`config.mk`:
```
export PLATFORM = sky130hd
export DESIGN_NAME = unit_shop_flat
export DESIGN_NICKNAME = d
export VERILOG_FILES = /design/src/rtl/unit_shop_if.sv /design/src/rtl/unit_shop.sv /design/src/flat_wrapper.sv
export SDC_FILE = /design/constraint.sdc
export NUM_CORES = 1
export LEC_CHECK = 0
export BUFFER_PORTS_ARGS = -buffer_cell sky130_fd_sc_hd__buf_4
export CORE_AREA = 2 2 89 91
export CTS_BUF_LIST = sky130_fd_sc_hd__clkbuf_4
export DETAILED_ROUTE_END_ITERATION = 6
export DIE_AREA = 0 0 91 93
export GPL_TIMING_DRIVEN = 0
export HOLD_SLACK_MARGIN = 0.1
export SLEW_MARGIN = 20
export SYNTH_ARGS = -nofsm -noshare
export SYNTH_HDL_FRONTEND = slang
export SYNTH_SLANG_ARGS = --single-unit
```
`constraint.sdc`:
```
create_clock -name clk -period 3 [get_ports clk]
set_input_delay 0.6 -clock clk [delete_from_list [all_inputs] [get_ports clk]]
set_output_delay 0.6 -clock clk [all_outputs]
set_load 0.1 [all_outputs]
```
`src/rtl/unit_shop_if.sv`:
```
// Player-facing and slot-facing signals of the unit shop.
// master drives buttons, switches, ticks and slot status; slave is the shop itself.
interface unit_shop_if #(
  parameter int NUM_SLOTS = 4,
  parameter int GOLD_W    = 10
);
  logic                 gameTick;
  logic                 buyBtn;
  logic                 SW0;
  logic                 SW1;
  logic                 SW2;
  logic                 SW3;
  logic [NUM_SLOTS-1:0] slotFree;
  logic                 enemyKilled;
  logic [NUM_SLOTS-1:0] purchase;
  logic [3:0]           typeSel;
  logic [GOLD_W-1:0]    gold;
  logic                 reject;
  logic                 busy;

  modport master (
    output gameTick, buyBtn, SW0, SW1, SW2, SW3, slotFree, enemyKilled,
    input  purchase, typeSel, gold, reject, busy
  );

  modport slave (
    input  gameTick, buyBtn, SW0, SW1, SW2, SW3, slotFree, enemyKilled,
    output purchase, typeSel, gold, reject, busy
  );
endinterface

```
`src/rtl/unit_shop.sv`:
```
// Unit shop: gold bank, buy validation, lowest-free-slot grant and tick-based cooldown.
// Purchase pulses two cycles after the button rise; presses outside IDLE are dropped.
module unit_shop #(
  parameter int NUM_SLOTS  = 4,
  parameter int GOLD_W     = 10,
  parameter int GOLD_MAX   = 1023,
  parameter int START_GOLD = 50,
  parameter int INCOME     = 1,
  parameter int BOUNTY     = 5,
  parameter int COST0      = 10,
  parameter int COST1      = 20,
  parameter int COST2      = 40,
  parameter int COST3      = 80,
  parameter int COOLDOWN   = 16
) (
  input  logic        clk,
  input  logic        reset,
  unit_shop_if.slave  shop
);
  localparam int SUM_W = GOLD_W + 2;
  localparam int CNT_W = (COOLDOWN > 0) ? $clog2(COOLDOWN + 1) : 1;

  typedef enum logic [1:0] {
    ST_IDLE  = 2'd0,
    ST_CHECK = 2'd1,
    ST_GRANT = 2'd2,
    ST_COOL  = 2'd3
  } state_t;

  state_t               state_q;
  logic                 btn_prev_q;
  logic [3:0]           req_q;
  logic [3:0]           type_q;
  logic [GOLD_W-1:0]    gold_q;
  logic [GOLD_W-1:0]    gold_d;
  logic [CNT_W-1:0]     cnt_q;
  logic                 reject_q;

  logic [3:0]           sw;
  logic                 btn_rise;
  logic                 slot_avail;
  logic                 do_grant;
  logic [SUM_W-1:0]     req_cost;
  logic [SUM_W-1:0]     gold_sum;
  logic [NUM_SLOTS-1:0] grant_oh;

  assign sw         = {shop.SW0, shop.SW1, shop.SW2, shop.SW3};
  assign btn_rise   = shop.buyBtn & ~btn_prev_q;
  assign slot_avail = |shop.slotFree;
  assign do_grant   = (state_q == ST_GRANT) && slot_avail;

  // Type bit 3 is SW0, so the cheapest unit sits in the MSB.
  always_comb begin
    req_cost = '0;
    case (req_q)
      4'b1000: req_cost = SUM_W'(COST0);
      4'b0100: req_cost = SUM_W'(COST1);
      4'b0010: req_cost = SUM_W'(COST2);
      4'b0001: req_cost = SUM_W'(COST3);
      default: req_cost = '0;
    endcase
  end

  always_comb begin
    grant_oh = '0;
    for (int k = NUM_SLOTS - 1; k >= 0; k--) begin
      if (shop.slotFree[k]) begin
        grant_oh    = '0;
        grant_oh[k] = 1'b1;
      end
    end
  end

  // All terms are applied together; only the final sum is clamped.
  always_comb begin
    gold_sum = {2'b00, gold_q}
             - (do_grant         ? req_cost         : '0)
             + (shop.gameTick    ? SUM_W'(INCOME)   : '0)
             + (shop.enemyKilled ? SUM_W'(BOUNTY)   : '0);
    gold_d   = (gold_sum > SUM_W'(GOLD_MAX)) ? GOLD_W'(GOLD_MAX) : gold_sum[GOLD_W-1:0];
  end

  always_ff @(posedge clk or negedge reset) begin
    if (!reset) begin
      state_q    <= ST_IDLE;
      btn_prev_q <= 1'b0;
      req_q      <= 4'b0000;
      type_q     <= 4'b0000;
      gold_q     <= GOLD_W'(START_GOLD);
      cnt_q      <= '0;
      reject_q   <= 1'b0;
    end else begin
      btn_prev_q <= shop.buyBtn;
      gold_q     <= gold_d;
      reject_q   <= 1'b0;
      case (state_q)
        ST_IDLE: begin
          if (btn_rise) begin
            req_q   <= sw;
            state_q <= ST_CHECK;
          end
        end
        ST_CHECK: begin
          if ($onehot(req_q) && ({2'b00, gold_q} >= req_cost) && slot_avail) begin
            state_q <= ST_GRANT;
          end else begin
            reject_q <= 1'b1;
            state_q  <= ST_IDLE;
          end
        end
        ST_GRANT: begin
          // Slots may have filled since CHECK; an empty set now is a refusal.
          if (slot_avail) begin
            type_q  <= req_q;
            cnt_q   <= CNT_W'(COOLDOWN);
            state_q <= ST_COOL;
          end else begin
            reject_q <= 1'b1;
            state_q  <= ST_IDLE;
          end
        end
        ST_COOL: begin
          if (cnt_q == '0) begin
            state_q <= ST_IDLE;
          end else if (shop.gameTick) begin
            cnt_q <= cnt_q - CNT_W'(1);
          end
        end
        default: state_q <= ST_IDLE;
      endcase
    end
  end

  // Grant and type are presented together in the GRANT cycle so a slot samples both at once.
  assign shop.purchase = do_grant ? grant_oh : '0;
  assign shop.typeSel  = do_grant ? req_q : type_q;
  assign shop.gold     = gold_q;
  assign shop.reject   = reject_q;
  assign shop.busy     = (state_q != ST_IDLE);
endmodule

```
`src/flat_wrapper.sv`:
```
// flat-port wrapper written by rule: the top's interface ports become plain ports
module unit_shop_flat 
#(
  parameter int NUM_SLOTS  = 4,
  parameter int GOLD_W     = 10,
  parameter int GOLD_MAX   = 1023,
  parameter int START_GOLD = 50,
  parameter int INCOME     = 1,
  parameter int BOUNTY     = 5,
  parameter int COST0      = 10,
  parameter int COST1      = 20,
  parameter int COST2      = 40,
  parameter int COST3      = 80,
  parameter int COOLDOWN   = 16
)
  (clk, reset, shop_gameTick, shop_buyBtn, shop_SW0, shop_SW1, shop_SW2, shop_SW3, shop_slotFree, shop_enemyKilled, shop_purchase, shop_typeSel, shop_gold, shop_reject, shop_busy);
  unit_shop_if #(.NUM_SLOTS(NUM_SLOTS), .GOLD_W(GOLD_W)) shop_i ();
  input  logic clk;
  input  logic reset;
  input wire logic [$bits(shop_i.gameTick)-1:0] shop_gameTick;
  input wire logic [$bits(shop_i.buyBtn)-1:0] shop_buyBtn;
  input wire logic [$bits(shop_i.SW0)-1:0] shop_SW0;
  input wire logic [$bits(shop_i.SW1)-1:0] shop_SW1;
  input wire logic [$bits(shop_i.SW2)-1:0] shop_SW2;
  input wire logic [$bits(shop_i.SW3)-1:0] shop_SW3;
  input wire logic [$bits(shop_i.slotFree)-1:0] shop_slotFree;
  input wire logic [$bits(shop_i.enemyKilled)-1:0] shop_enemyKilled;
  output wire logic [$bits(shop_i.purchase)-1:0] shop_purchase;
  output wire logic [$bits(shop_i.typeSel)-1:0] shop_typeSel;
  output wire logic [$bits(shop_i.gold)-1:0] shop_gold;
  output wire logic [$bits(shop_i.reject)-1:0] shop_reject;
  output wire logic [$bits(shop_i.busy)-1:0] shop_busy;
  assign shop_i.gameTick = shop_gameTick;
  assign shop_i.buyBtn = shop_buyBtn;
  assign shop_i.SW0 = shop_SW0;
  assign shop_i.SW1 = shop_SW1;
  assign shop_i.SW2 = shop_SW2;
  assign shop_i.SW3 = shop_SW3;
  assign shop_i.slotFree = shop_slotFree;
  assign shop_i.enemyKilled = shop_enemyKilled;
  assign shop_purchase = shop_i.purchase;
  assign shop_typeSel = shop_i.typeSel;
  assign shop_gold = shop_i.gold;
  assign shop_reject = shop_i.reject;
  assign shop_busy = shop_i.busy;
  unit_shop #(.NUM_SLOTS(NUM_SLOTS), .GOLD_W(GOLD_W), .GOLD_MAX(GOLD_MAX), .START_GOLD(START_GOLD), .INCOME(INCOME), .BOUNTY(BOUNTY), .COST0(COST0), .COST1(COST1), .COST2(COST2), .COST3(COST3), .COOLDOWN(COOLDOWN)) u_core (.clk(clk), .reset(reset), .shop(shop_i));
endmodule
```
-- Word level (Yosys, flattened, before mapping)
Index checks and enable logic that the tools add are counted.
- register bits: 27
- bits of input ports: 13
- output and inout bits: 20
- word-level logic and storage cells: 66
- add/sub/neg operators: 7
- magnitude comparators: 2
- eq/ne operators: 13
- multiplexer cells: 23
- bitwise logic cells: 2
- reduce and logical (&&, ||, !) cells: 12
- operators with widths (cell ; count):
    7-bit case mux with 4 select lines ; 1
    12-bit adder ; 2
    4-bit 2-to-1 mux ; 6
    5-bit 2-to-1 mux ; 3
    12-bit by 10-bit > comparator with 1-bit output (second input constant) ; 1
    10-bit by 12-bit subtractor with 12-bit output ; 1
    10-bit by 7-bit >= comparator with 1-bit output ; 1
    10-bit 2-to-1 mux ; 1
    5-bit case mux with 2 select lines ; 1
    2-bit 2-to-1 mux ; 4
    2-bit case mux with 4 select lines ; 1
    7-bit 2-to-1 mux ; 1
    2-bit by 1-bit inequality test with 1-bit output (second input constant) ; 3
    2-bit AND reduction ; 3
    5-bit zero test ; 1
    5-bit by 1-bit subtractor with 5-bit output (second input constant) ; 1
    1-bit by 1-bit adder with 2-bit output ; 2
    2-bit equality test (second input constant) ; 2
    4-bit by 1-bit equality test with 1-bit output (second input constant) ; 1
    4-bit by 2-bit equality test with 1-bit output (second input constant) ; 1
    4-bit by 3-bit equality test with 1-bit output (second input constant) ; 1
    4-bit equality test (second input constant) ; 1
    2-bit inequality test (second input constant) ; 2
    4-bit AND reduction ; 1
    12 further kinds ; 17

-- Logic depth before layout (Yosys ltp)
Gate-level depths: netlist of run 1.
- depth in word-level cells: 8
- gate-level depth with buffers: 12
- gate-level depth less buffers: 12

-- Worst setup path after synthesis of run 1
Ideal clock, no wire load.
- kind: register to output
- from: register u_core.state_q[0]
- to: output shop_purchase[3]
- arrival time: 3.599 ns
- slack: -1.199 ns
- stages on the path, launching flop included: 5
- buffers on the path: 0
- cell sequence: dfrtp_1 > inv_1 > ha_1 > nand2_1 > nor4_1
- word-level cells in the longest chain between the ends: 3
- RTL lines (item ; RTL line ; text):
    start: declaration ; unit_shop.sv:30 ; state_t state_q;
    start signal: assignment ; unit_shop.sv:85 ; state_q <= ST_IDLE;
    start signal: assignment ; unit_shop.sv:100 ; state_q <= ST_CHECK;
    start signal: assignment ; unit_shop.sv:105 ; state_q <= ST_GRANT;
    2-bit equality test ; unit_shop.sv:50 ; assign do_grant = (state_q == ST_GRANT) && slot_avail;
    1-bit logical AND ; unit_shop.sv:50 ;
    4-bit 2-to-1 mux ; unit_shop.sv:135 ; assign shop.purchase = do_grant ? grant_oh : '0;
    end: declaration ; flat_wrapper.sv:28 ; output wire logic [$bits(shop_i.purchase)-1:0] shop_purchase;
No other way between the ends.

-- Final worst setup path of run 1
- from: register u_core.state_q[0]
- to: register u_core.gold_q[8], in the netlist u_core.shop.gold[8]
- word-level cells in the longest chain between the ends: 8
- RTL lines (item ; RTL line ; text):
    2-bit equality test (*) ; unit_shop.sv:50 ;
    1-bit logical AND (*) ; unit_shop.sv:50 ;
    7-bit 2-to-1 mux (*) ; unit_shop.sv:77 ; - (do_grant ? req_cost : '0)
    10-bit by 12-bit subtractor with 12-bit output (*) ; unit_shop.sv:77 ;
    12-bit adder (*) ; unit_shop.sv:78 ; + (shop.gameTick ? SUM_W'(INCOME) : '0)
    12-bit adder (*) ; unit_shop.sv:79 ; + (shop.enemyKilled ? SUM_W'(BOUNTY) : '0);
    12-bit by 10-bit > comparator with 1-bit output ; unit_shop.sv:80 ; gold_d = (gold_sum > SUM_W'(GOLD_MAX)) ? GOLD_W'(GOLD_MAX) : gold_sum[GOLD_W-1:0];
    10-bit 2-to-1 mux (*) ; unit_shop.sv:80 ;
    via u_core.gold_d[8] ; unit_shop.sv:35 ; logic [GOLD_W-1:0] gold_d;
    end signal: assignment ; unit_shop.sv:89 ; gold_q <= GOLD_W'(START_GOLD);
    end signal: assignment ; unit_shop.sv:94 ; gold_q <= gold_d;
    end: declaration ; unit_shop.sv:34 ; logic [GOLD_W-1:0] gold_q;
Mark *: on every way through the listed nets, which the timed path passes. The rest lies on a longest branch.
A chain may end at the register's enable or synchronous reset.

==> out/results.tsv, run 1 <==
stage	metric	value	unit
route	routed-via-count	1833	
sta	max_freq	343	MHz
synth	avgSynthCellArea	9.78	um^2
floorplan	core_area	7530	um^2
global_routing	grt_pass1_vias	1820	
placement	gp_congestion	0.865	
floorplan	fp.dieH	93	um
synth	synth-edff-count	0	
synth	netlist.area_leader.share	0.277	
route	wl_per_cell	14.2	um
worst_hold_path	hold_path_class	input port to async pin	
sta	setup_tns	0	ns
sta	period_needed	2.92	ns
sta	grt_setup_unrepaired	yes	
cells_and_area	syn_to_final_growth	31.6	%
synth	synth_seq_area_share	0.313	
sta	worst_pin_slew	0.362	ns
cells_and_area	design.final.nets	325	
clock_tree	numCtsBuffers	3	
placement	placed_area	2570	um^2
synth	synthSimpleGateAreaFrac	0.190	
floorplan	die_w	91	um
clock_tree	cts_buffer_depth	2	
floorplan	io_pins	33	
placement	port_buffers	32	
sta	slew-limit-headroom	0.759	
synth	async_flop_share	1.00	
synth	synth.cells.most_frequent	ha_1 (37), dfrtp_1 (24), nand2_1 (19)	
clock_tree	clock_sinks	27	
clock_tree	clk_latency	0.34	ns
cells_and_area	final_core_utilization	0.380	
setup_path	crit_path_cell_trace	inv_2 > ha_4 > nor2b_4 > nand3_2 > fa_1 > ha_4 > nor2b_4 > o211ai_4 > a2111o_1 > o211ai_4 > o311ai_2	
setup_path	path_delay_family	compound AO/OA/AOI/OAI gates	
global_routing	grt_overflow	0	
setup_path	cp_slowest_stage_delay	0.49	ns
setup_path	cp.arrival	3.13	ns
floorplan	fp-row-count	32	
setup_path	critPathBufInv	1	
cells_and_area	antenna_cells	0	
synth	netlist_area	2170	um^2
route	drt_wl_total	5300	um
clock_tree	h-tree-depth	1	
setup_path	cpMaxStageDelayCell	fa_1	
global_routing	grt_max_degree	28	
route	avgViaCountPerCell	4.91	
global_routing	grt_pass1_wl	8600	um
status	status	complete, no violations	
placement	dp_hpwl	3800	um
synth	synth-xor-area-share	0.0323	
synth	synth_ff_type	dfrtp_1	
clock_tree	ctsHoldBuffers	0	
synth	synthAdderAreaFrac	0.241	
global_routing	track_usage	0.125	
route	drc_errors	0	
route	ant_nets	0	
global_routing	antenna_found_initial	0	
synth	ys_ff_latch	27	
synth	synth_compound_area_frac	0.161	
sta	fin_skew	0.00288	ns
synth	synth_most_common_cell	ha_1	
synth	syn_nets	275	
route	first_pass_iters	4	
flow_run	drv_cap	0	
clock_tree	cts_tree	yes	
sta	finalCritPeriodShare	0.972	
cells_and_area	drive_gt1_frac	0.332	
route	first_iter_violations	136	
synth	synth.area.mux_share	0.0259	
setup_path	cp-start-kind	flop	
sta	report.final.slew_viol_count	0	
floorplan	start_util	0.288	
synth	ys_warn_count	0	
synth	ys_types	54	
setup_path	crit_fanout	5	
synth	synth_area_leaders	dfrtp_1 (28%), ha_1 (21%), dfstp_2 (3.6%), nand2_1 (3.3%), fa_1 (2.8%)	
cells_and_area	final_cell_area	2860	um^2
sta	hold_violations	0	
synth	syn_inst	222	
synth	synth_top_cell_by_area	dfrtp_1	
clock_tree	root_buffer	clkbuf_4	
sta	setup_viol	0	
setup_path	worstPathRequired	3.22	ns
clock_tree	path_clk_slew	0.16	ns
synth	synth_top_family_by_area	adder cells	
floorplan	die_area	8460	um^2
setup_path	path_class	flop to flop	
setup_path	critPathCaptureType	flop	
sequential cells by signal (all words and copies together), names as in the netlist:
name                cells
u_core.type_q           4
u_core.shop.reject      1
u_core.shop.gold       10
u_core.btn_prev_q       1
u_core.state_q          2
u_core.cnt_q            5
u_core.req_q            4
layer usage:
| metal | vias up | part of all wire | global-route usage |
|---|---|---|---|
| li1 | 897 | - | - |
| met4 | 0 | 0.016 | 0.0467 |
| met3 | 8 | 0.031 | 0.00967 |
| met2 | 48 | 0.50 | 0.215 |
| met1 | 880 | 0.45 | 0.164 |
| met5 | - | 0 | 0 |
worst paths after layout:
path	slack [ns]	startpoint	cells after the start	endpoint
worst max-delay path	0.08	u_core.state_q[0]	11	u_core.shop.gold[8]
worst min-delay path	0.15	reset	1	u_core.cnt_q[0]
worst max register to register	0.08	u_core.state_q[0]	11	u_core.shop.gold[8]
worst min register to register	0.51	u_core.type_q[3]	2	u_core.type_q[3]
max in group asynchronous	2.55	reset	1	u_core.shop.gold[4]
min in group clk	0.37	shop_buyBtn	1	u_core.btn_prev_q
kinds of logic (layout without fill, tap and decap cells):
family / Yosys count / in the layout
simple gates: 77 / 77
compound gates: 46 / 47
fa+ha+maj: 40 / 40
flops: 27 / 27
buf+inv: 19 / 67
xor+xnor: 8 / 8
mux: 5 / 5
final cells by class:
type	count	area, um^2
Tap cell	102	128
Fill cell	774	4670
Inverter	15	56.3
Timing Repair Buffer	44	334
Buffer	4	23.8
Multi-Input combinational cell	177	1610
Clock buffer	4	30.0
Sequential cell	27	679
layout by cell type, fill, tap and decap left out, types with 4 or more instances in the layout:
cell	count
nand2b_1	7
nand2_1	19
nor3_1	6
and2_1	6
nand3_1	6
xnor2_1	6
nor2_1	8
ha_4	4
inv_1	14
clkbuf_4	4
ha_1	31
dfrtp_1	24
nand3_2	4
buf_4	43
a21oi_1	6
mux2_1	4
o21ai_0	9
metrics by stage:
stage	std cells	hold WS (ns)	setup slack, ns
floorplan	222	0.304	-0.709
global placement	356	0.481	-0.670
detailed placement	356	0.490	-0.675
CTS	369	0.171	0.00740
global route	373	0.174	-0.0448
finish	373	0.146	0.0844
what timing repair did:
action                                  4_1_cts  5_1_grt
cloned                                        1        0
setup buffers                                 8        4
resized for setup                            16       12
endpoints found under the setup margin       10       10
pin swaps                                     8       14
Power of run 1 is left out: the tool's default activity adds up to more than one toggle a clock period on the data nets, which glitch-free logic cannot reach.
==> inputs of run 2 (changes only) <==
--- a/config.mk
+++ b/config.mk
@@ -5,12 +5,12 @@
 export SDC_FILE = /design/constraint.sdc
 export NUM_CORES = 1
 export LEC_CHECK = 0
+export ABC_AREA = 1
 export BUFFER_PORTS_ARGS = -buffer_cell sky130_fd_sc_hd__buf_4
 export CORE_AREA = 2 2 89 91
 export CTS_BUF_LIST = sky130_fd_sc_hd__clkbuf_4
 export DETAILED_ROUTE_END_ITERATION = 6
 export DIE_AREA = 0 0 91 93
-export GPL_TIMING_DRIVEN = 0
 export HOLD_SLACK_MARGIN = 0.1
 export SLEW_MARGIN = 20
 export SYNTH_ARGS = -nofsm -noshare
==> run 2 against run 1 <==
  * Wire length decreased by 7.7%
  * Clock skew increased by 0.010 ns
  * Largest cell class unchanged
  * Clock-buffer cell count decreased by 1
  * Flip-flop and latch count unchanged
  * Synthesized cell count increased by 30%
  * Highest routed layer unchanged
  * Cell count increased by 15%
  * Critical endpoint is now u_core.shop.gold[9]
  * Die area unchanged
  * Via count increased by 1.9%
  * Critical path depth increased by 4
==> out/results.tsv, run 2 <==
stage	metric	value	unit	change
synth	syn_nets	341		was 275
synth	ys_warn_count	0		unchanged
global_routing	met1_usage	0.162		was 0.164
flow_run	drv_cap	0		unchanged
route	ant_nets	0		unchanged
cells_and_area	largest_reg_flops	10		unchanged
global_routing	grt_pass1_wl	8510	um	was 8600 um
floorplan	fp.dieH	93	um	unchanged
cells_and_area	final_common_cell	nand2_1		was buf_4
setup_path	worstPathRequired	3.25	ns	was 3.22 ns
route	first_pass_iters	4		unchanged
setup_path	reg2reg_from	u_core.state_q[0]		unchanged
clock_tree	h-tree-depth	1		unchanged
floorplan	start_util	0.291		was 0.288
global_routing	grt_max_degree	28		unchanged
sta	slew-limit-headroom	0.750		was 0.759
cells_and_area	syn_to_final_growth	22.1	%	was 31.6%
setup_path	timing.critical_path.mode_cell	nand2_1		
setup_path	cp.arrival	3.03	ns	was 3.13 ns
global_routing	grt_pass1_vias	1921		was 1820
setup_path	cpMaxStageDelayCell	fa_1		unchanged
setup_path	critPathCaptureType	flop		unchanged
sta	period_needed	2.78	ns	was 2.92 ns
floorplan	io_pins	33		unchanged
global_routing	grt_overflow	0		unchanged
floorplan	fp-row-count	32		unchanged
route	drt_wl_total	4890	um	was 5300 um
sta	finalCritPeriodShare	0.927		was 0.972
sta	worst_pin_slew	0.375	ns	was 0.362 ns
placement	gp_congestion	0.853		was 0.865
cells_and_area	final_cell_mix	nand2_1 (83), inv_1 (42), buf_4 (35)		was buf_4 (43), ha_1 (31), dfrtp_1 (24)
synth	avgSynthCellArea	7.61	um^2	was 9.78 um^2
floorplan	core_area	7530	um^2	unchanged
route	wl_per_cell	11.4	um	was 14.2 um
synth	synth-edff-count	0		unchanged
sta	max_freq	360	MHz	was 343 MHz
clock_tree	clk_latency	0.34	ns	about the same
setup_path	crit_start	u_core.state_q[0]		unchanged
clock_tree	path_clk_slew	0.17	ns	was 0.16 ns
setup_path	cp_slowest_stage_delay	0.45	ns	was 0.49 ns
global_routing	grt.busiest_layer	met2		unchanged
sta	whs	0.138	ns	was 0.146 ns
placement	dp_hpwl	3950	um	was 3800 um
global_routing	antenna_found_initial	0		unchanged
setup_path	critPathBufInv	3		was 1
cells_and_area	drive_gt1_frac	0.187		was 0.332
synth	async_flop_share	1.00		unchanged
sta	setup_viol	0		unchanged
clock_tree	cts_tree	yes		unchanged
synth	synth_ff_type	dfrtp_1		unchanged
setup_path	crit_fanout	10		was 5
cells_and_area	final_core_utilization	0.355		was 0.380
cells_and_area	antenna_cells	0		unchanged
synth	netlist_area	2190	um^2	was 2170 um^2
clock_tree	root_buffer	clkbuf_4		unchanged
sta	hold_violations	0		unchanged
synth	synth_seq_area_share	0.310		was 0.313
floorplan	die_w	91	um	unchanged
placement	port_buffers	32		unchanged
setup_path	path_delay_family	adder cells		was compound AO/OA/AOI/OAI gates
setup_path	crit_path_cell_trace	inv_1 > ha_2 > nand2_1 > inv_2 > nand3_1 > fa_1 > ha_2 > nand2_1 > nor2_1 > nand3b_1 > nand4_1 > nand2_1 > nor2_4 > buf_12 > nand2_1		was inv_2 > ha_4 > nor2b_4 > nand3_2 > fa_1 > ha_4 > nor2b_4 > o211ai_4 > a2111o_1 > o211ai_4 > o311ai_2
setup_path	path_class	flop to flop		unchanged
sta	fin_skew	0.0129	ns	was 0.00288 ns
status	status	complete, no violations		unchanged
synth	ys_ff_latch	27		unchanged
route	routed-via-count	1867		was 1833
floorplan	die_area	8460	um^2	unchanged
placement	dp_cells	424		was 356
global_routing	gr-usage-met3	0.0105		was 0.00967
synth	ys_types	27		was 54
clock_tree	numCtsBuffers	3		unchanged
global_routing	track_usage	0.123		was 0.125
worst_hold_path	hold_path_class	input port to async pin		unchanged
route	drc_errors	0		unchanged
synth	synth.cells.most_frequent	nand2_1 (84), inv_1 (43), ha_1 (37)		was ha_1 (37), dfrtp_1 (24), nand2_1 (19)
clock_tree	ctsHoldBuffers	0		unchanged
route	avgViaCountPerCell	4.35		was 4.91
global_routing	grt_use_met2	0.211		was 0.215
sta	report.final.slew_viol_count	0		unchanged
synth	syn_inst	288		was 222
clock_tree	clock_sinks	27		unchanged
synth	netlist.area_leader.share	0.274		was 0.277
cells_and_area	design.final.nets	381		was 325
synth	synth_most_common_cell	nand2_1		was ha_1
synth	synth_area_leaders	dfrtp_1 (27%), ha_1 (21%), nand2_1 (14%), inv_1 (7.4%), nor2_1 (4.5%)		was dfrtp_1 (28%), ha_1 (21%), dfstp_2 (3.6%), nand2_1 (3.3%), fa_1 (2.8%)
cells_and_area	instances_no_fill	429		was 373
setup_path	cp-start-kind	flop		unchanged
route	first_iter_violations	96		was 136
synth	synth_top_cell_by_area	dfrtp_1		unchanged
clock_tree	cts_buffer_depth	2		unchanged
-- run 2: cell types whose count changed in the layout (fill, tap and decap cells not counted), moves of 4 or more --
| cell | before | now |
|---|---|---|
| nand2_1 | 19 | 83 |
| inv_1 | 14 | 42 |
| nor2_1 | 8 | 26 |
| buf_4 | 43 | 35 |
| nand2b_1 | 7 | 0 |
| nand3_1 | 6 | 13 |
| a21oi_1 | 6 | 12 |
| and2_1 | 6 | 1 |
| mux2_1 | 4 | 0 |
| nand3_2 | 4 | 0 |
-- run 2: worst register-to-register path, delay by kind of cell (launching register included) --
family | cells | cell delay (ns)
buffers and inverters | 3 | 0.35
flip-flops | 1 | 0.44
adder cells (fa/ha/maj) | 3 | 1.05
AND/OR/NAND/NOR | 9 | 0.83
-- run 2: repair_timing --
action,in CTS,in global routing
endpoints found under the setup margin,0,10
gates resized for setup,0,7
setup buffers,0,1
-- run 2: area by class of cell --
cell class,count,area [um^2]
clock inverters,1,7.51
clock buffers,3,22.5
repair buffers,36,283
inverters,43,161
multi-input cells,217,1390
fillers,811,4850
flip-flops and latches,27,679
well taps,102,128
-- run 2: logic make-up after synthesis --
logic type,Yosys count,share of synthesized area
AND/OR/NAND/NOR,135,0.254
AO/OA/AOI/OAI,33,0.0862
adder cells (fa/ha/maj),40,0.239
XOR/XNOR,9,0.0360
flip-flops,27,0.310
buffers and inverters,44,0.0754
-- run 2: path summary, 6_finish.rpt --
kind,to,slack (ns),depth (start not counted)
max reg2reg,u_core.shop.gold[9],0.22,15
min reg2reg,u_core.type_q[3],0.50,2
min in group clk,u_core.btn_prev_q,0.35,1
max,u_core.shop.gold[9],0.22,15
max in group asynchronous,u_core.shop.gold[4],2.52,1
min,u_core.cnt_q[4],0.14,1
-- run 2: metrics by stage --
step                      area [um^2]  setup TNS (ns)  setup WS (ns)
after floorplan                  2210          -0.953         -0.433
after global placement           2600               0         0.0492
after detailed placement         2600         -0.0535        -0.0229
after CTS                        2630               0         0.0664
after global routing             2680        -0.00254       -0.00254
final                            2680               0          0.220
-- run 2: routing by layer --
metal	share of wire	vias to the layer above	wire length, um
li1	-	987	-
met1	0.47	855	2280
met2	0.50	19	2440
met3	0.017	6	85
met4	0.017	0	85
met5	0	-	0
Power of run 2 is left out for the same reason.
==> inputs of run 3 (changes only) <==
==> constraint.sdc (replaced) <==
create_clock -name clk -period 2.7 [get_ports clk]
set_input_delay 0.54 -clock clk [delete_from_list [all_inputs] [get_ports clk]]
set_output_delay 0.54 -clock clk [all_outputs]
set_load 0.1 [all_outputs]
==> run 3 against run 2 <==
  * Clock-buffer cell count stayed put
  * Hold slack gained 0.16 ns
  * Sequential share of layout area is 2.5 points lower
  * First-iteration DRC count down 19%
  * Register-to-register slack lost 0.06 ns
  * Critical path type unchanged
  * Critical endpoint is now u_core.shop.gold[1]
==> out/results.tsv, run 3 (synthesis results as in run 2) <==
stage	metric	value	unit	change
worst_hold_path	hold_path_class	input port to flop		was input port to async pin
clock_tree	clk_latency	0.34	ns	about the same
route	ant_nets	0		unchanged
cells_and_area	drive_gt1_frac	0.293		was 0.187
floorplan	die_w	91	um	unchanged
cells_and_area	final_cell_mix	nand2_1 (81), buf_4 (59), inv_1 (41)		was nand2_1 (83), inv_1 (42), buf_4 (35)
setup_path	crit_fanout	5		was 10
clock_tree	numCtsBuffers	3		unchanged
cells_and_area	seqCellArea	679	um^2	unchanged
sta	max_freq	394	MHz	was 360 MHz
sta	finalCritPeriodShare	0.940		was 0.927
floorplan	start_util	0.291		unchanged
cells_and_area	final_common_cell	nand2_1		unchanged
clock_tree	h-tree-depth	1		unchanged
route	drt_wl_total	5120	um	was 4890 um
setup_path	cp_slowest_stage_delay	0.56	ns	was 0.45 ns
route	wl_per_cell	11.2	um	was 11.4 um
setup_path	cp-start-kind	flop		unchanged
clock_tree	cts_buffer_depth	2		unchanged
floorplan	core_area	7530	um^2	unchanged
cells_and_area	design.final.nets	406		was 381
placement	dp_hpwl	4040	um	was 3950 um
floorplan	io_pins	33		unchanged
sta	slew-limit-headroom	0.741		was 0.750
global_routing	grt_overflow	0		unchanged
status	status	complete, no violations		unchanged
sta	whs	0.298	ns	was 0.138 ns
clock_tree	root_buffer	clkbuf_4		unchanged
setup_path	worstPathRequired	2.98	ns	was 3.25 ns
placement	gp_congestion	0.860		was 0.853
sta	hold_violations	0		unchanged
route	avgViaCountPerCell	4.36		was 4.35
route	first_iter_violations	78		was 96
flow_run	drv_cap	0		unchanged
placement	port_buffers	32		unchanged
global_routing	grt_max_degree	28		unchanged
sta	worst_pin_slew	0.388	ns	was 0.375 ns
setup_path	cp.arrival	2.82	ns	was 3.03 ns
cells_and_area	multi_input_area	1520	um^2	was 1390 um^2
cells_and_area	largest_reg_flops	10		unchanged
sta	setup_viol	0		unchanged
floorplan	fp-row-count	32		unchanged
clock_tree	clock_sinks	27		unchanged
setup_path	crit_path_cell_trace	inv_2 > ha_2 > nand2_1 > inv_2 > nand3_2 > fa_2 > ha_4 > a21oi_2 > buf_4 > a21oi_2 > nor2_2 > nor2_4 > nand2_1		was inv_1 > ha_2 > nand2_1 > inv_2 > nand3_1 > fa_1 > ha_2 > nand2_1 > nor2_1 > nand3b_1 > nand4_1 > nand2_1 > nor2_4 > buf_12 > nand2_1
cells_and_area	syn_to_final_growth	35.5	%	was 22.1%
global_routing	track_usage	0.126		was 0.123
global_routing	antenna_found_initial	1		was 0
route	drc_errors	0		unchanged
floorplan	die_area	8460	um^2	unchanged
global_routing	grt_pass1_vias	1995		was 1921
clock_tree	path_clk_slew	0.16	ns	was 0.17 ns
setup_path	path_class	flop to flop		unchanged
setup_path	cpMaxStageDelayCell	fa_2		was fa_1
sta	fin_skew	0.0132	ns	was 0.0129 ns
cells_and_area	fillerInstances	795		was 811
floorplan	fp.dieH	93	um	unchanged
sta	period_needed	2.54	ns	was 2.78 ns
route	routed-via-count	1984		was 1867
setup_path	critPathCaptureType	flop		unchanged
clock_tree	cts_tree	yes		unchanged
global_routing	grt_pass1_wl	8720	um	was 8510 um
route	first_pass_iters	4		unchanged
sta	report.final.slew_viol_count	0		unchanged
-- run 3: cell types whose count changed in the layout (fill, tap and decap cells not counted), sizes merged --
cell         previous run  this run
buf                    36        59
nor2                   29        30
clkinv                  0         1
dlygate4sd3             0         1
clkinvlp                1         0
diode                   0         1
-- run 3: metrics by stage --
step                 util  TNS, ns  cell area [um^2]  worst slack, ns  instances
floorplan               -    -1.67              2210           -0.673        288
CTS                 0.374        0              2820          0.00570        450
detailed placement  0.366    -2.00              2750           -0.233        444
global route        0.394  -0.0435              2970          -0.0173        455
global placement    0.366    -1.28              2750           -0.138        444
finish              0.394        0              2970            0.161        455
-- run 3: layout make-up --
| type | count | area share |
|---|---|---|
| Timing Repair Buffer | 60 | 0.153 |
| Clock buffer | 3 | 0.00759 |
| Clock inverter | 1 | 0.00169 |
| Sequential cell | 27 | 0.229 |
| Multi-Input combinational cell | 218 | 0.511 |
| Tap cell | 102 | 0.0430 |
| Inverter | 43 | 0.0544 |
| Antenna cell | 1 | 0.000843 |
-- run 3: worst paths after layout --
| check | cells past startpoint | endpoint | from | slack [ns] |
|---|---|---|---|---|
| max | 13 | u_core.shop.gold[1] | u_core.state_q[0] | 0.16 |
| min | 1 | u_core.btn_prev_q | shop_buyBtn | 0.30 |
| max reg2reg | 13 | u_core.shop.gold[1] | u_core.state_q[0] | 0.16 |
| min reg2reg | 2 | u_core.type_q[3] | u_core.type_q[3] | 0.49 |
| max in group asynchronous | 2 | u_core.shop.gold[1] | reset | 1.73 |
| min in group asynchronous | 2 | u_core.req_q[1] | reset | 0.64 |
-- run 3: layer usage --
layer  global-route usage  vias to the layer above  wire, um
met5                    0                        -         0
li1                     -                     1047         -
met2                0.225                       16      2580
met1                0.159                      917      2390
met4               0.0455                        0        60
met3               0.0129                        4        91
-- run 3: what timing repair did --
item,in CTS,in global routing
setup endpoints to repair,10,10
pin swaps,1,8
endpoints found under the hold margin,2,0
cloned,1,0
hold buffers,1,0
gates resized for setup,4,22
setup buffers,0,4
-- run 3: critical path: cells and delay by family, from the launching register on --
family	cells	cell delay, ns
AOI/OAI and AO/OA	2	0.25
DFF	1	0.42
and+or+nand+nor	5	0.52
buffers and inverters	3	0.32
adders and majority gates	3	0.94
Power of run 3 is left out for the same reason.
